`src/rtl/alu_seq_ctrl.sv`:
```
// Sequencer that steps an external single-cycle ALU through NEG/EXEC/FLAG passes per request.
// Define ALU_SEQ_B2B_EN to allow a new request to be accepted during the result handoff cycle.
module alu_seq_ctrl (
    input  logic        clk,
    input  logic        rst_n,
    input  logic        op_valid,
    output logic        op_ready,
    input  logic [2:0]  op_code,
    input  logic [31:0] op_a,
    input  logic [31:0] op_b,
    output logic [31:0] alu_a,
    output logic [31:0] alu_b,
    output logic [3:0]  alu_sel,
    input  logic [31:0] alu_result,
    input  logic        alu_sign,
    input  logic        alu_zero,
    input  logic        alu_carry,
    output logic        res_valid,
    input  logic        res_ready,
    output logic [31:0] res_data,
    output logic        res_sign,
    output logic        res_carry,
    output logic        res_zero
);

    localparam logic [2:0] StIdle = 3'd0;
    localparam logic [2:0] StNeg  = 3'd1;
    localparam logic [2:0] StExec = 3'd2;
    localparam logic [2:0] StFlag = 3'd3;
    localparam logic [2:0] StDone = 3'd4;

    localparam logic [2:0] OpAdd = 3'd0;
    localparam logic [2:0] OpSub = 3'd1;
    localparam logic [2:0] OpAnd = 3'd2;
    localparam logic [2:0] OpXor = 3'd3;
    localparam logic [2:0] OpSll = 3'd4;
    localparam logic [2:0] OpSrl = 3'd5;
    localparam logic [2:0] OpSra = 3'd6;
    localparam logic [2:0] OpNeg = 3'd7;

    localparam logic [3:0] SelAdd   = 4'd0;
    localparam logic [3:0] SelTwos  = 4'd1;
    localparam logic [3:0] SelAnd   = 4'd2;
    localparam logic [3:0] SelXor   = 4'd3;
    localparam logic [3:0] SelSll   = 4'd4;
    localparam logic [3:0] SelSrl   = 4'd5;
    localparam logic [3:0] SelSra   = 4'd6;

    logic [2:0]  state_q, state_d;
    logic [2:0]  op_q, op_d;
    logic [31:0] a_q, a_d;
    logic [31:0] b_q, b_d;
    logic [31:0] result_q, result_d;
    logic        sign_q, sign_d;
    logic        carry_q, carry_d;
    logic        zero_q, zero_d;
    logic [3:0]  exec_sel;
    logic        accept;

`ifdef ALU_SEQ_B2B_EN
    assign op_ready = (state_q == StIdle) || ((state_q == StDone) && res_ready);
`else
    assign op_ready = (state_q == StIdle);
`endif

    assign accept    = op_valid && op_ready;
    assign res_valid = (state_q == StDone);
    assign res_data  = result_q;
    assign res_sign  = sign_q;
    assign res_carry = carry_q;
    assign res_zero  = zero_q;

    // SUB has already had B negated in the NEG pass, so it executes as a plain add.
    always_comb begin
        exec_sel = SelAdd;
        case (op_q)
            OpAdd:   exec_sel = SelAdd;
            OpSub:   exec_sel = SelAdd;
            OpAnd:   exec_sel = SelAnd;
            OpXor:   exec_sel = SelXor;
            OpSll:   exec_sel = SelSll;
            OpSrl:   exec_sel = SelSrl;
            OpSra:   exec_sel = SelSra;
            OpNeg:   exec_sel = SelTwos;
            default: exec_sel = SelAdd;
        endcase
    end

    always_comb begin
        state_d  = state_q;
        op_d     = op_q;
        a_d      = a_q;
        b_d      = b_q;
        result_d = result_q;
        sign_d   = sign_q;
        carry_d  = carry_q;
        zero_d   = zero_q;
        alu_a    = '0;
        alu_b    = '0;
        alu_sel  = SelAdd;

        if (accept) begin
            op_d = op_code;
            a_d  = op_a;
            b_d  = op_b;
        end

        case (state_q)
            StIdle: begin
                if (accept) state_d = (op_code == OpSub) ? StNeg : StExec;
            end
            StNeg: begin
                alu_sel = SelTwos;
                alu_b   = b_q;
                b_d     = alu_result;
                state_d = StExec;
            end
            StExec: begin
                alu_a    = a_q;
                alu_b    = b_q;
                alu_sel  = exec_sel;
                result_d = alu_result;
                state_d  = StFlag;
            end
            StFlag: begin
                // The ALU registers carry from the EXEC add, so it is valid in this cycle.
                alu_a   = result_q;
                sign_d  = alu_sign;
                zero_d  = alu_zero;
                carry_d = ((op_q == OpAdd) || (op_q == OpSub)) ? alu_carry : 1'b0;
                state_d = StDone;
            end
            StDone: begin
                if (res_ready) begin
                    if (accept) state_d = (op_code == OpSub) ? StNeg : StExec;
                    else        state_d = StIdle;
                end
            end
            default: state_d = StIdle;
        endcase
    end

    always_ff @(posedge clk) begin
        if (!rst_n) begin
            state_q  <= StIdle;
            op_q     <= '0;
            a_q      <= '0;
            b_q      <= '0;
            result_q <= '0;
            sign_q   <= 1'b0;
            carry_q  <= 1'b0;
            zero_q   <= 1'b0;
        end else begin
            state_q  <= state_d;
            op_q     <= op_d;
            a_q      <= a_d;
            b_q      <= b_d;
            result_q <= result_d;
            sign_q   <= sign_d;
            carry_q  <= carry_d;
            zero_q   <= zero_d;
        end
    end

endmodule

```
`config.mk`:
```
export PLATFORM = sky130hd
export DESIGN_NAME = alu_seq_ctrl
export DESIGN_NICKNAME = d
export VERILOG_FILES = /design/src/rtl/alu_seq_ctrl.sv
export SDC_FILE = /design/constraint.sdc
export NUM_CORES = 1
export LEC_CHECK = 0
export CORE_MARGIN = 1.5
export CORE_UTILIZATION = 44
export CTS_BUF_LIST = sky130_fd_sc_hd__clkbuf_4 sky130_fd_sc_hd__clkbuf_8 sky130_fd_sc_hd__clkbuf_16
export CTS_CLUSTER_SIZE = 30
export DETAILED_ROUTE_END_ITERATION = 6
export GPL_ROUTABILITY_DRIVEN = 0
export PLACE_DENSITY = 0.8
export REMOVE_ABC_BUFFERS = 1
export SLEW_MARGIN = 20
export SYNTH_ARGS = -nofsm -noshare
export SYNTH_HDL_FRONTEND = slang
export SYNTH_SLANG_ARGS = --single-unit
```
`constraint.sdc`:
```
create_clock -name clk -period 1.7 [get_ports clk]
set_input_delay 0.17 -clock clk [delete_from_list [all_inputs] [get_ports clk]]
set_output_delay 0.17 -clock clk [all_outputs]
set_load 0.01 [all_outputs]
```
Word level (Yosys, flattened, before mapping)
Memory sizes are Yosys's and may differ from the RTL's. A register that Yosys moved wholly into a read port is not among the register bits.
Index checks and enable logic that the tools add are counted.
{"block": "classes", "add_sub_neg": 0, "n_mul": 0, "div": 0, "n_lt_le_gt_ge": 0, "eq_ne": 8, "shifts": 0, "muxes": 13, "n_bitwise": 0, "n_reduce_logical": 7}
{"op": "32-bit 2-to-1 mux", "count": 3}
{"op": "32-bit one-hot mux with 2 select lines", "count": 1}
{"op": "3-bit one-hot mux with 5 select lines", "count": 1}
{"op": "3-bit 2-to-1 mux", "count": 4}
{"op": "3-bit by 1-bit equality test with 1-bit output (second input constant)", "count": 3}
{"op": "4-bit one-hot mux with 2 select lines", "count": 1}
{"op": "3-bit by 2-bit equality test with 1-bit output (second input constant)", "count": 2}
{"op": "3-bit zero test", "count": 2}
{"op": "2-bit 2-to-1 mux", "count": 2}
{"op": "2-bit by 1-bit != test with 1-bit output (second input constant)", "count": 2}
{"op": "3-bit equality test (second input constant)", "count": 1}
{"op": "2-bit AND reduction", "count": 1}
{"op": "2-bit nonzero test", "count": 1}
{"op": "2-bit OR reduction", "count": 1}
{"op": "1-bit logical AND", "count": 1}
{"op": "1-bit logical OR", "count": 1}
{"op": "1-bit 2-to-1 mux", "count": 1}
{"block": "word_totals", "reg_bits": 105, "latch_bits": 0, "mem_bits_rw": 0, "romBits": 24, "inputBits": 106, "out_inout_bits": 105, "wordCells": 37, "n_memories": 1}
{"name": "(no name shown)", "depth": 8, "width": 3, "read_ports": 1, "rd_ports_with_merged_regs": 1, "write_ports": 0, "line": "76", "rtl": "case (op_q)"}

Depth between registers and ports, before layout
Gate-level depths: netlist of the first run.
{"block": "logic_depth", "depth_word": 5, "ltp_mapped": 6, "depth_no_buf": 3}

Worst setup path after synthesis of the first run
No wires, ideal clock.
{"block": "synth_path", "path_type": "register -> output", "start": "reg state_q[0]", "end": "out alu_b[10]", "arrival_ps": 1290, "t_required_ps": 1530, "setup_slack_ps": 240, "path_stages_with_launch": 6, "path_buffers": 2, "cell_sequence": "dfxtp_1 -> buf_2 -> nand2b_1 -> a21oi_1 -> clkbuf_1 -> and2_1"}
{"block": "synth_between", "elab_chain_len": 3, "word_cells_on_any_way": 4, "classes_between": "2 x eq/ne; 1 x mux; 1 x reduce/logical"}
{"item": "from (decl)", "line": "49", "rtl": "logic [2:0] state_q, state_d;"}
{"item": "from (signal assigned)", "line": "145", "rtl": "state_q <= StIdle;"}
{"item": "from (signal assigned)", "line": "154", "rtl": "state_q <= state_d;"}
{"item": "3-bit by 2-bit equality test with 1-bit output or 3-bit by 1-bit equality test with 1-bit output (tied branches)", "line": "108", "rtl": "case (state_q)"}
{"item": "2-bit OR reduction (no source line) *"}
{"item": "32-bit 2-to-1 mux *", "line": "108"}
{"item": "to (decl)", "line": "12", "rtl": "output logic [31:0] alu_b,"}
Every way passes the cells marked *; elsewhere a longest branch is shown, timed or not.

Worst setup path after layout of the first run
{"block": "layout_path", "start": "reg state_q[0]", "end": "out alu_a[6]"}
{"block": "layout_between", "elab_chain_len": 2, "word_cells_on_any_way": 3, "classes_between": "2 x eq/ne; 1 x mux"}
{"item": "3-bit by 2-bit equality test with 1-bit output", "line": "108"}
{"item": "32-bit one-hot mux with 2 select lines *", "line": "108"}
{"item": "to (decl)", "line": "11", "rtl": "output logic [31:0] alu_a,"}
Marks and branches as above.

==> results of run 1 <==
==> Yosys cell counts (3+ instances only) <==
| cell | number | share of area (%) |
|---|---|---|
| sky130_fd_sc_hd__o21ai_1 | 6 | 0.55 |
| sky130_fd_sc_hd__buf_1 | 3 | 0.21 |
| sky130_fd_sc_hd__or4b_1 | 31 | 5.7 |
| sky130_fd_sc_hd__nor2_1 | 35 | 2.4 |
| sky130_fd_sc_hd__clkbuf_1 | 36 | 2.5 |
| sky130_fd_sc_hd__buf_2 | 22 | 2.0 |
| sky130_fd_sc_hd__and2_1 | 34 | 3.9 |
| sky130_fd_sc_hd__or2_2 | 32 | 3.7 |
| sky130_fd_sc_hd__a21boi_0 | 12 | 1.6 |
| sky130_fd_sc_hd__a22o_1 | 32 | 5.1 |
| sky130_fd_sc_hd__a21oi_1 | 35 | 3.2 |
| sky130_fd_sc_hd__nand3_1 | 37 | 3.4 |
| sky130_fd_sc_hd__o21ai_0 | 60 | 5.5 |
| sky130_fd_sc_hd__a21boi_1 | 24 | 3.3 |
| sky130_fd_sc_hd__a211oi_1 | 33 | 4.5 |
| sky130_fd_sc_hd__buf_4 | 9 | 1.2 |
| sky130_fd_sc_hd__dfxtp_1 | 108 | 40 |
| sky130_fd_sc_hd__nand2_1 | 106 | 7.3 |
==> registers in the layout, summed over array words and instances, names as in the netlist <==
name and count:
a_q 32, b_q 32, res_data 32, exec_sel 3, op_q 3, state_q 3, res_carry 1, res_sign 1
res_zero 1
==> stage by stage <==
step	utilization [%]	cells	power, mW	area, sq um	worst slack [ps]
CTS	68.82	1074	7.742	8300	-221.6
global route	71.65	1079	8.361	8642	-265.8
finish	71.65	1079	8.024	8642	-206.7
detailed placement	65.09	1028	5.368	7851	-137.1
global placement	65.09	1028	5.280	7851	-47.07
floorplan	-	610	4.058	5112	-2714
==> how the worst max path moves through the flow <==
stage	startpoint	endpoint	slack, ps	depth (start not counted)
detailed placement	state_q[1]	alu_a[22]	-140	4
CTS	state_q[0]	alu_a[24]	-220	6
global route	state_q[0]	alu_a[15]	-270	7
floorplan	state_q[0]	a_q[0]	-2710	2
global placement	state_q[1]	alu_a[0]	-50	4
finish	state_q[0]	alu_a[6]	-210	7
==> logic make-up (layout without fill, tap and decap cells) <==
logic type | count (synthesis) | in the layout | synth area share, %
other | 1 | 1 | 0.06863
AO/OA/AOI/OAI | 210 | 210 | 25.21
flip-flops | 108 | 108 | 39.57
buffers and inverters | 74 | 301 | 6.503
AND/OR/NAND/NOR | 290 | 291 | 28.65
==> layout make-up <==
cell class	instances	area (sq um)
timing repair buffer	284	2884
clock inverter	6	40.04
tap	168	210.2
multi-input combinational	502	3092
clock buffer	10	239.0
fill	922	3420
inverter	1	3.754
sequential	108	2173
==> power by group through the flow <==
stage                     combinational (mW)  sequential (mW)  clock [mW]
after floorplan                        0.938             3.12           0
final                                   2.96             3.04        2.02
after global routing                    3.15             3.08        2.13
after global placement                  2.22             3.06           0
after detailed placement                2.29             3.08           0
after CTS                               2.68             3.03        2.03
==> per-layer routing <==
layer  vias to the layer above  track usage, %
met5                         -               0
met4                         0           12.83
met3                        50           5.823
met2                       243           50.02
met1                      2944           36.29
li1                       2842               -
==> critical path, stage by stage, from the launching register on <==
cell	delay [ps]
sky130_fd_sc_hd__dfxtp_4	370
sky130_fd_sc_hd__buf_6	120
sky130_fd_sc_hd__nor3b_4	230
sky130_fd_sc_hd__buf_6	170
sky130_fd_sc_hd__buf_12	130
sky130_fd_sc_hd__buf_6	100
sky130_fd_sc_hd__a22o_1	120
sky130_fd_sc_hd__buf_2	130
==> layout by cell type, fill, tap and decap left out, types with 3 or more instances in the layout <==
| cell | netlist | routed |
|---|---|---|
| sky130_fd_sc_hd__o21ai_1 | 6 | 6 |
| sky130_fd_sc_hd__dfxtp_1 | 108 | 105 |
| sky130_fd_sc_hd__or4b_1 | 31 | 31 |
| sky130_fd_sc_hd__nand3_1 | 37 | 37 |
| sky130_fd_sc_hd__nor2_1 | 35 | 35 |
| sky130_fd_sc_hd__clkbuf_16 | 0 | 10 |
| sky130_fd_sc_hd__nand2_1 | 106 | 106 |
| sky130_fd_sc_hd__buf_12 | 0 | 14 |
| sky130_fd_sc_hd__clkdlybuf4s50_1 | 0 | 138 |
| sky130_fd_sc_hd__a21boi_0 | 12 | 9 |
| sky130_fd_sc_hd__or2_2 | 32 | 32 |
| sky130_fd_sc_hd__buf_6 | 2 | 51 |
| sky130_fd_sc_hd__buf_8 | 0 | 6 |
| sky130_fd_sc_hd__buf_16 | 0 | 3 |
| sky130_fd_sc_hd__a22o_1 | 32 | 32 |
| sky130_fd_sc_hd__o21ai_0 | 60 | 60 |
| sky130_fd_sc_hd__buf_4 | 9 | 34 |
| sky130_fd_sc_hd__a21boi_1 | 24 | 27 |
| sky130_fd_sc_hd__clkinv_2 | 0 | 3 |
| sky130_fd_sc_hd__a211oi_1 | 33 | 33 |
| sky130_fd_sc_hd__and2_4 | 0 | 33 |
| sky130_fd_sc_hd__buf_2 | 22 | 34 |
| sky130_fd_sc_hd__dfxtp_4 | 0 | 3 |
| sky130_fd_sc_hd__a21oi_1 | 35 | 34 |
==> what timing repair did <==
| action | 4_1_cts | 5_1_grt |
|---|---|---|
| buffers inserted | 23 | 7 |
| cloned | 8 | 2 |
| pin swaps | 7 | 31 |
| gates resized for setup | 316 | 88 |
| endpoints found under the setup margin | 87 | 98 |
==> run_summary.xml, run 1 <==
<?xml version="1.0" encoding="UTF-8"?>
<metrics>
  <group name="grt">
    <metric name="grt_antenna_before_repair" unit="">0</metric>
    <metric name="grt_max_degree" unit="">49</metric>
    <metric name="grt_pass1_wl" unit="um">30220</metric>
    <metric name="global_route.usage.total" unit="%">29.47</metric>
    <metric name="globalRouteOverflowTotal" unit="">0</metric>
    <metric name="first_global_vias" unit="">5981</metric>
  </group>
  <group name="timing">
    <metric name="timing_hold_violations_final" unit="">0</metric>
    <metric name="setup_viol_count_final" unit="">62</metric>
    <metric name="setup-tns-final" unit="ps">-7749</metric>
    <metric name="grt_setup_unrepaired" unit="">true</metric>
    <metric name="fin_skew" unit="ps">4.581</metric>
    <metric name="finalMaxSlewViolations" unit="">0</metric>
    <metric name="fmaxAchievable" unit="MHz">524.5</metric>
    <metric name="final_clock_period_utilization_by_the_worst_path" unit="%">112.2</metric>
    <metric name="worst_slack" unit="ps">-206.7</metric>
    <metric name="period_needed" unit="ps">1907</metric>
    <metric name="holdWs" unit="ps">221.7</metric>
  </group>
  <group name="clock_tree">
    <metric name="tritoncts.num_buffers" unit="">9</metric>
    <metric name="cts.htree.levels" unit="">3</metric>
    <metric name="clk_root_buffer_cell" unit="">sky130_fd_sc_hd__clkbuf_16</metric>
    <metric name="clock_insertion_delay_worst_skew" unit="ps">360</metric>
    <metric name="holdBufCountCts" unit="">0</metric>
    <metric name="cts_tree" unit="">built</metric>
    <metric name="clkSinkCount" unit="">108</metric>
    <metric name="worst_path_clk_slew" unit="ps">70</metric>
    <metric name="max-clock-path-buffers" unit="">2</metric>
  </group>
  <group name="critical_path">
    <metric name="cp.arrival" unit="ps">1740</metric>
    <metric name="cp_startpoint_kind" unit="">flop</metric>
    <metric name="endpoint_of_the_worst_slack_reg_to_reg_timing_path" unit="">exec_sel[1]</metric>
    <metric name="critical_path.max_fanout" unit="">6</metric>
    <metric name="rrSetupSlack" unit="ps">10</metric>
    <metric name="critPathCaptureType" unit="">output pin</metric>
    <metric name="timing_worst_setup_path_type" unit="">flop to output pin</metric>
    <metric name="r2r.worst_path.cells" unit="">7</metric>
    <metric name="required_time_reported_for_the_critical_path_endpoint" unit="ps">1530</metric>
    <metric name="rr_startpoint" unit="">state_q[2]</metric>
  </group>
  <group name="placement">
    <metric name="portBuffers" unit="">209</metric>
    <metric name="dpl.hpwl" unit="um">12500</metric>
  </group>
  <group name="logic_synthesis">
    <metric name="synth-edff-count" unit="">0</metric>
    <metric name="synth_seq_area_share" unit="%">39.57</metric>
    <metric name="ys_warn_count" unit="">0</metric>
    <metric name="cell_area_after_technology_mapping" unit="sq um">5464</metric>
    <metric name="yosysUniqueCellTypes" unit="">39</metric>
    <metric name="synth_flop_cell" unit="">sky130_fd_sc_hd__dfxtp_1</metric>
    <metric name="synth_async_sr_flop_share" unit="%">0</metric>
    <metric name="synthCells" unit="">683</metric>
    <metric name="avgSynthCellArea" unit="sq um">8.000</metric>
    <metric name="synth-seq-cells" unit="">108</metric>
  </group>
  <group name="power">
    <metric name="share_comb_of_total_power" unit="%">36.9</metric>
    <metric name="internal-power" unit="mW">5.444</metric>
    <metric name="netSwitchingPower" unit="mW">2.580</metric>
    <metric name="share_seq_of_total_power" unit="%">37.9</metric>
    <metric name="power_frac_clock" unit="%">25.2</metric>
    <metric name="vdd_ir_drop_max" unit="mV">0.5786</metric>
    <metric name="switching_share" unit="%">32.15</metric>
    <metric name="p_leak" unit="nW">3.462</metric>
    <metric name="power-per-cell-area" unit="nW/um^2">928.5</metric>
  </group>
  <group name="floorplanning">
    <metric name="horiz_die_dim" unit="um">114.4</metric>
    <metric name="fp.dieH" unit="um">114.4</metric>
    <metric name="fp.dieArea" unit="sq um">13100</metric>
    <metric name="cell_rows" unit="">40</metric>
    <metric name="design.portCount" unit="">211</metric>
    <metric name="core-area" unit="sq um">12060</metric>
    <metric name="floorplan.initialDensity" unit="%">45.30</metric>
  </group>
  <group name="layout">
    <metric name="drive_gt1_share" unit="%">26.34</metric>
    <metric name="number_of_nets_at_the_end_of_the_flow" unit="">1012</metric>
    <metric name="area_delta_synth_final" unit="%">58.16</metric>
    <metric name="antenna_cells_inserted" unit="">0</metric>
  </group>
  <group name="route">
    <metric name="detail_route.wl_per_cell" unit="um">18.44</metric>
    <metric name="wl_met3" unit="um">1455</metric>
    <metric name="first_iter_violations" unit="">401</metric>
    <metric name="uppermost_layer_routed" unit="">met4</metric>
    <metric name="postRouteAntennaNets" unit="">0</metric>
    <metric name="m1WireLength" unit="um">8268</metric>
    <metric name="route.detailed.drc" unit="">0</metric>
    <metric name="dr_total_vias" unit="">6079</metric>
    <metric name="via_per_inst" unit="">5.634</metric>
    <metric name="routed_wirelength" unit="um">19890</metric>
    <metric name="route.met2.wl" unit="um">9542</metric>
    <metric name="detailedRoute.firstPassIterationCount" unit="">4</metric>
  </group>
  <group name="job">
    <metric name="cap_violations" unit="">0</metric>
  </group>
  <group name="min_path">
    <metric name="kind_of_path_behind_the_tightest_hold_check" unit="">primary input to flop</metric>
    <metric name="holdPathEnd" unit="">state_q[2]</metric>
    <metric name="timing.hold.worst_path_depth" unit="">2</metric>
    <metric name="hp-start" unit="">rst_n</metric>
  </group>
  <group name="run_status">
    <metric name="status" unit="">finished, violations left</metric>
    <metric name="failed_checks" unit="">setup timing</metric>
  </group>
</metrics>
(Power assumes the default switching activity.)
==> run 2, diff against run 1 <==
--- a/config.mk
+++ b/config.mk
@@ -10,3 +10,2 @@
 export CTS_BUF_LIST = sky130_fd_sc_hd__clkbuf_4 sky130_fd_sc_hd__clkbuf_8 sky130_fd_sc_hd__clkbuf_16
-export CTS_CLUSTER_SIZE = 30
 export DETAILED_ROUTE_END_ITERATION = 6
==> constraint.sdc (replaced) <==
create_clock -name clk -period 1.7 [get_ports clk]
set_input_delay 0.34 -clock clk [delete_from_list [all_inputs] [get_ports clk]]
set_output_delay 0.34 -clock clk [all_outputs]
set_load 0.01 [all_outputs]
==> run 2 against run 1 <==
The flow still finishes with violations (setup timing). Clock-buffer cell count rose by 4. Cell area fell by 0.19%. Clock skew rose by 4.2 ps. Register-to-register slack got worse by 50 ps. Wire length fell by 1.3%. Critical path depth fell by 1. Fmax fell by 6.3%. Flip-flop and latch count did not move. Critical path type unchanged. Largest cell class unchanged. Highest routed layer unchanged.
==> run_summary.xml, run 2 (synthesized netlist as in run 1, its figures left out) <==
<?xml version="1.0" encoding="UTF-8"?>
<metrics>
  <group name="route">
    <metric name="via_per_inst" unit="">5.612</metric>
    <metric name="detail_route.wl_per_cell" unit="um">18.30</metric>
    <metric name="first_iter_violations" unit="">340</metric>
    <metric name="detailedRoute.firstPassIterationCount" unit="">4</metric>
    <metric name="routed_wirelength" unit="um">19640</metric>
    <metric name="dr_total_vias" unit="">6022</metric>
    <metric name="postRouteAntennaNets" unit="">0</metric>
    <metric name="route.detailed.drc" unit="">0</metric>
  </group>
  <group name="grt">
    <metric name="grt_antenna_before_repair" unit="">0</metric>
    <metric name="grt_max_degree" unit="">78</metric>
    <metric name="globalRouteOverflowTotal" unit="">0</metric>
    <metric name="first_global_vias" unit="">5941</metric>
    <metric name="global_route.usage.total" unit="%">29.65</metric>
    <metric name="grt_pass1_wl" unit="um">30350</metric>
  </group>
  <group name="placement">
    <metric name="dpl.hpwl" unit="um">12470</metric>
    <metric name="portBuffers" unit="">209</metric>
    <metric name="dp.cells" unit="">1025</metric>
    <metric name="place_ws" unit="ps">-280.5</metric>
    <metric name="postPlaceCellArea" unit="sq um">7829</metric>
  </group>
  <group name="floorplanning">
    <metric name="core-area" unit="sq um">12060</metric>
    <metric name="fp.dieArea" unit="sq um">13100</metric>
    <metric name="fp.dieH" unit="um">114.4</metric>
    <metric name="floorplan.initialDensity" unit="%">45.30</metric>
    <metric name="cell_rows" unit="">40</metric>
    <metric name="design.portCount" unit="">211</metric>
    <metric name="horiz_die_dim" unit="um">114.4</metric>
  </group>
  <group name="timing">
    <metric name="fmaxAchievable" unit="MHz">491.4</metric>
    <metric name="grt_setup_unrepaired" unit="">true</metric>
    <metric name="timing_hold_violations_final" unit="">0</metric>
    <metric name="fin_skew" unit="ps">8.818</metric>
    <metric name="period_needed" unit="ps">2035</metric>
    <metric name="final_clock_period_utilization_by_the_worst_path" unit="%">119.7</metric>
    <metric name="setup_viol_count_final" unit="">71</metric>
    <metric name="holdWs" unit="ps">301.4</metric>
    <metric name="worst_slack" unit="ps">-335.0</metric>
    <metric name="finalMaxSlewViolations" unit="">0</metric>
  </group>
  <group name="clock_tree">
    <metric name="clkSinkCount" unit="">108</metric>
    <metric name="max-clock-path-buffers" unit="">2</metric>
    <metric name="clk_root_buffer_cell" unit="">sky130_fd_sc_hd__clkbuf_16</metric>
    <metric name="tritoncts.num_buffers" unit="">9</metric>
    <metric name="clock_insertion_delay_worst_skew" unit="ps">350</metric>
    <metric name="cts_tree" unit="">built</metric>
    <metric name="cts.htree.levels" unit="">3</metric>
    <metric name="holdBufCountCts" unit="">0</metric>
    <metric name="worst_path_clk_slew" unit="ps">70</metric>
  </group>
  <group name="min_path">
    <metric name="kind_of_path_behind_the_tightest_hold_check" unit="">primary input to flop</metric>
  </group>
  <group name="power">
    <metric name="switching_share" unit="%">30.87</metric>
    <metric name="vdd_ir_drop_max" unit="mV">0.5503</metric>
    <metric name="share_comb_of_total_power" unit="%">35.6</metric>
    <metric name="p_leak" unit="nW">3.454</metric>
    <metric name="internal-power" unit="mW">5.588</metric>
    <metric name="share_seq_of_total_power" unit="%">37.8</metric>
    <metric name="netSwitchingPower" unit="mW">2.495</metric>
    <metric name="power-per-cell-area" unit="nW/um^2">937.1</metric>
    <metric name="power.total" unit="mW">8.084</metric>
    <metric name="power_frac_clock" unit="%">26.6</metric>
  </group>
  <group name="critical_path">
    <metric name="required_time_reported_for_the_critical_path_endpoint" unit="ps">1360</metric>
    <metric name="critPathCaptureType" unit="">output pin</metric>
    <metric name="cp.arrival" unit="ps">1700</metric>
    <metric name="critical_path.max_fanout" unit="">5</metric>
    <metric name="cp_startpoint_kind" unit="">flop</metric>
    <metric name="timing_worst_setup_path_type" unit="">flop to output pin</metric>
  </group>
  <group name="layout">
    <metric name="layout.cells.most_common_list" unit="">sky130_fd_sc_hd__clkdlybuf4s50_1, sky130_fd_sc_hd__nand2_1, sky130_fd_sc_hd__dfxtp_1</metric>
    <metric name="final_standard_cell_count_with_taps_included_and_fillers_excluded" unit="">1073</metric>
    <metric name="drive_gt1_share" unit="%">26.30</metric>
    <metric name="commonest_non_fill_non_tap_cell_in_the_layout" unit="">sky130_fd_sc_hd__clkdlybuf4s50_1</metric>
    <metric name="antenna_cells_inserted" unit="">0</metric>
    <metric name="number_of_nets_at_the_end_of_the_flow" unit="">1006</metric>
    <metric name="area_delta_synth_final" unit="%">57.87</metric>
    <metric name="fillers" unit="">906</metric>
    <metric name="postLayoutCellArea" unit="sq um">8626</metric>
  </group>
  <group name="run_status">
    <metric name="status" unit="">finished, violations left</metric>
    <metric name="failed_checks" unit="">setup timing</metric>
  </group>
  <group name="job">
    <metric name="cap_violations" unit="">0</metric>
  </group>
</metrics>
[run 2: worst paths after layout]
path / start / endpoint / slack (ps) / cells past startpoint
max: state_q[1] / alu_a[0] / -340 / 6
min: rst_n / state_q[2] / 300 / 2
max reg2reg: state_q[1] / a_q[13] / -40 / 7
min reg2reg: a_q[26] / a_q[26] / 460 / 2
[run 2: timing repair]
action,CTS,global route
resized for setup,371,28
pin swaps,23,6
gates cloned,9,0
setup buffers,24,5
setup endpoints to repair,102,137
[run 2: final cells by class]
class                      instances  area, sq um  area share (%)
clock buffer                      14        262.8           3.046
multi-input combinational        502         3105           36.00
timing repair buffer             278         2838           32.90
inverter                           1        3.754         0.04352
sequential                       108         2171           25.17
clock inverter                     2        35.03          0.4062
tap                              168        210.2           2.437
[run 2: per-layer routing]
layer	GRT usage [%]	part of all wire [%]	up-vias
li1	-	-	2845
met1	37.25	42	2890
met2	49.50	49	254
met3	5.664	6.9	33
met4	13.00	2.3	0
met5	0	0	-
[run 2: power groups by stage]
stage | Clock, mW | Sequential [mW] | Combinational (mW)
after floorplan | 0 | 3.12 | 0.938
after global placement | 0 | 3.07 | 2.23
after CTS | 2.18 | 3.05 | 2.85
final | 2.15 | 3.05 | 2.88
after detailed placement | 0 | 3.09 | 2.31
after global routing | 2.29 | 3.09 | 3.07
[run 2: worst max-delay path, cell delays in order, from the launching register on]
cell	delay, ps
sky130_fd_sc_hd__dfxtp_4	370
sky130_fd_sc_hd__buf_6	110
sky130_fd_sc_hd__and3b_2	240
sky130_fd_sc_hd__buf_6	150
sky130_fd_sc_hd__buf_16	140
sky130_fd_sc_hd__a22o_1	190
sky130_fd_sc_hd__buf_2	140
[run 2: through the flow]
step	util [%]	TNS, ps
final	71.51	-18340
after global routing	71.51	-23890
after CTS	70.90	-18920
after detailed placement	64.91	-17280
after global placement	64.91	-12330
after floorplan	-	-286700
==> run 3, diff against run 2 <==
CORE_UTILIZATION = 50   (was 44)
DONT_BUFFER_PORTS = 1   (was not set)
PLACE_DENSITY = not set   (was 0.8)
SETUP_SLACK_MARGIN = 0.2   (was not set)
==> run 3 against run 2 <==
The run still ends with setup timing left. Die area shrank 12%. Highest routed layer unchanged. Cell area shrank 21%. Cell count shrank 24%. Critical path type unchanged.
==> run_summary.xml, run 3 (synthesized netlist as in run 1, its figures left out) <==
<?xml version="1.0" encoding="UTF-8"?>
<metrics>
  <group name="run_status">
    <metric name="status" unit="">finished, violations left</metric>
    <metric name="failed_checks" unit="">setup timing</metric>
  </group>
  <group name="layout">
    <metric name="postLayoutCellArea" unit="sq um">6799</metric>
    <metric name="layout.area.seq" unit="sq um">2173</metric>
    <metric name="drive_gt1_share" unit="%">26.98</metric>
    <metric name="number_of_nets_at_the_end_of_the_flow" unit="">784</metric>
    <metric name="area_delta_synth_final" unit="%">24.43</metric>
    <metric name="final_standard_cell_count_with_taps_included_and_fillers_excluded" unit="">819</metric>
    <metric name="commonest_non_fill_non_tap_cell_in_the_layout" unit="">sky130_fd_sc_hd__nand2_1</metric>
    <metric name="layout.core_utilization" unit="%">64.98</metric>
    <metric name="multi_input_comb_area" unit="sq um">3387</metric>
    <metric name="fillers" unit="">887</metric>
    <metric name="layout.cells.most_common_list" unit="">sky130_fd_sc_hd__nand2_1, sky130_fd_sc_hd__dfxtp_1, sky130_fd_sc_hd__nand3_1</metric>
  </group>
  <group name="power">
    <metric name="power-per-cell-area" unit="nW/um^2">1054</metric>
    <metric name="internal-power" unit="mW">4.825</metric>
    <metric name="p_leak" unit="nW">2.621</metric>
    <metric name="share_seq_of_total_power" unit="%">43.4</metric>
    <metric name="power.total" unit="mW">7.166</metric>
    <metric name="power_frac_clock" unit="%">24.0</metric>
    <metric name="netSwitchingPower" unit="mW">2.341</metric>
    <metric name="switching_share" unit="%">32.67</metric>
    <metric name="share_comb_of_total_power" unit="%">32.5</metric>
    <metric name="vdd_ir_drop_max" unit="mV">0.5338</metric>
  </group>
  <group name="timing">
    <metric name="timing_hold_violations_final" unit="">0</metric>
    <metric name="fmaxAchievable" unit="MHz">527.8</metric>
    <metric name="grt_setup_unrepaired" unit="">true</metric>
    <metric name="fin_skew" unit="ps">17.28</metric>
    <metric name="period_needed" unit="ps">1895</metric>
    <metric name="worst_slack" unit="ps">-194.8</metric>
    <metric name="holdWs" unit="ps">93.43</metric>
    <metric name="setup-tns-final" unit="ps">-11530</metric>
    <metric name="final_clock_period_utilization_by_the_worst_path" unit="%">111.5</metric>
    <metric name="finalMaxSlewViolations" unit="">0</metric>
    <metric name="setup_viol_count_final" unit="">91</metric>
  </group>
  <group name="placement">
    <metric name="postPlaceCellArea" unit="sq um">5554</metric>
    <metric name="place_ws" unit="ps">118.5</metric>
    <metric name="dp.cells" unit="">769</metric>
    <metric name="dpl.hpwl" unit="um">9703</metric>
    <metric name="portBuffers" unit="">0</metric>
  </group>
  <group name="critical_path">
    <metric name="rrSetupSlack" unit="ps">-70</metric>
    <metric name="cp.arrival" unit="ps">1550</metric>
    <metric name="timing.critical_path.cells" unit="">nand2b_4 &gt; a21oi_4 &gt; buf_4 &gt; buf_6 &gt; and2_4</metric>
    <metric name="timing_worst_setup_path_type" unit="">flop to output pin</metric>
    <metric name="r2r.worst_path.cells" unit="">8</metric>
    <metric name="cp_startpoint_kind" unit="">flop</metric>
    <metric name="critPathCaptureType" unit="">output pin</metric>
    <metric name="critical_path.max_fanout" unit="">6</metric>
    <metric name="timing.critical_path.slowest_stage_cell" unit="">sky130_fd_sc_hd__dfxtp_4</metric>
    <metric name="endpoint_of_the_worst_slack_reg_to_reg_timing_path" unit="">a_q[23]</metric>
    <metric name="rr_startpoint" unit="">state_q[1]</metric>
    <metric name="worst_path_largest_cell_delay" unit="ps">380</metric>
    <metric name="required_time_reported_for_the_critical_path_endpoint" unit="ps">1360</metric>
  </group>
  <group name="grt">
    <metric name="grt_max_degree" unit="">143</metric>
    <metric name="global_route.usage.total" unit="%">27.39</metric>
    <metric name="grt_antenna_before_repair" unit="">0</metric>
    <metric name="first_global_vias" unit="">4673</metric>
    <metric name="globalRouteOverflowTotal" unit="">0</metric>
    <metric name="grt_pass1_wl" unit="um">24610</metric>
  </group>
  <group name="floorplanning">
    <metric name="fp.dieArea" unit="sq um">11560</metric>
    <metric name="design.portCount" unit="">211</metric>
    <metric name="cell_rows" unit="">37</metric>
    <metric name="horiz_die_dim" unit="um">107.5</metric>
    <metric name="core-area" unit="sq um">10460</metric>
    <metric name="floorplan.initialDensity" unit="%">52.22</metric>
    <metric name="fp.dieH" unit="um">107.5</metric>
  </group>
  <group name="clock_tree">
    <metric name="holdBufCountCts" unit="">0</metric>
    <metric name="max-clock-path-buffers" unit="">2</metric>
    <metric name="worst_path_clk_slew" unit="ps">110</metric>
    <metric name="cts.htree.levels" unit="">3</metric>
    <metric name="clk_root_buffer_cell" unit="">sky130_fd_sc_hd__clkbuf_8</metric>
    <metric name="cts_tree" unit="">built</metric>
    <metric name="clock_insertion_delay_worst_skew" unit="ps">360</metric>
    <metric name="tritoncts.num_buffers" unit="">9</metric>
    <metric name="clkSinkCount" unit="">108</metric>
  </group>
  <group name="min_path">
    <metric name="kind_of_path_behind_the_tightest_hold_check" unit="">primary input to flop</metric>
    <metric name="timing.hold.worst_path_depth" unit="">2</metric>
    <metric name="holdPathEnd" unit="">res_data[7]</metric>
    <metric name="hp-start" unit="">alu_result[7]</metric>
  </group>
  <group name="route">
    <metric name="first_iter_violations" unit="">387</metric>
    <metric name="detailedRoute.firstPassIterationCount" unit="">5</metric>
    <metric name="via_per_inst" unit="">6.264</metric>
    <metric name="routed_wirelength" unit="um">17930</metric>
    <metric name="route.detailed.drc" unit="">0</metric>
    <metric name="postRouteAntennaNets" unit="">0</metric>
    <metric name="dr_total_vias" unit="">5130</metric>
    <metric name="detail_route.wl_per_cell" unit="um">21.89</metric>
  </group>
  <group name="job">
    <metric name="cap_violations" unit="">0</metric>
  </group>
</metrics>
## run 3: changes by cell type in the layout (fill, tap and decap cells not counted), sizes merged
cell,previous run,this run
clkdlybuf4s50,138,0
buf,139,49
clkbuf,14,17
clkinvlp,0,2
bufbuf,1,2
bufinv,1,2
clkinv,1,0
diode,0,1
or2,33,32
## run 3: worst max-delay path by stage
stage / from / slack, ps / depth (start not counted) / end
6_report: state_q[1] / -190 / 5 / alu_b[19]
5_1_grt: state_q[1] / -270 / 4 / alu_b[3]
4_1_cts: state_q[1] / -170 / 4 / alu_b[7]
3_5_place_dp: state_q[0] / 120 / 4 / alu_b[7]
3_3_place_gp: state_q[0] / 160 / 4 / alu_b[20]
2_1_floorplan: state_q[0] / -2710 / 2 / a_q[0]
## run 3: area by class of cell
cell class                      instances  share of cell area (%)
Multi-Input combinational cell        501                   49.82
Sequential cell                       108                   31.97
Timing Repair Buffer                   57                   12.48
Tap cell                              136                   2.503
Clock buffer                           11                   2.043
Clock inverter                          4                   1.104
Inverter                                1                 0.05521
Antenna cell                            1                 0.03681
## run 3: timing repair
item                       in CTS  in global routing
pin swaps                       2                 35
resized for setup              18                115
setup endpoints to repair      80                123
gates cloned                    5                 10
setup buffers                   7                 12
## run 3: worst max-delay path: cells and delay by family (launching register included)
kind,cells,cell delay [ps]
AO/OA/AOI/OAI,1,210
buffers and inverters,2,270
flip-flops,1,380
AND/OR/NAND/NOR,2,330
## run 3: power groups by stage
| stage | Sequential [mW] | Combinational [mW] | Clock, mW |
|---|---|---|---|
| 2_1_floorplan | 3.12 | 0.938 | 0 |
| 4_1_cts | 3.08 | 1.74 | 1.75 |
| 5_1_grt | 3.15 | 2.50 | 1.86 |
| 3_3_place_gp | 3.13 | 1.44 | 0 |
| 3_5_place_dp | 3.14 | 1.49 | 0 |
| 6_report | 3.11 | 2.33 | 1.72 |
## run 3: metal layers
metal / up-vias / wire length, um / GRT usage, %
met3: 25 / 1388 / 6.961
met4: 0 / 346 / 9.117
met5: - / 0 / 0
met1: 2482 / 7572 / 34.88
li1: 2400 / - / -
met2: 223 / 8618 / 45.18
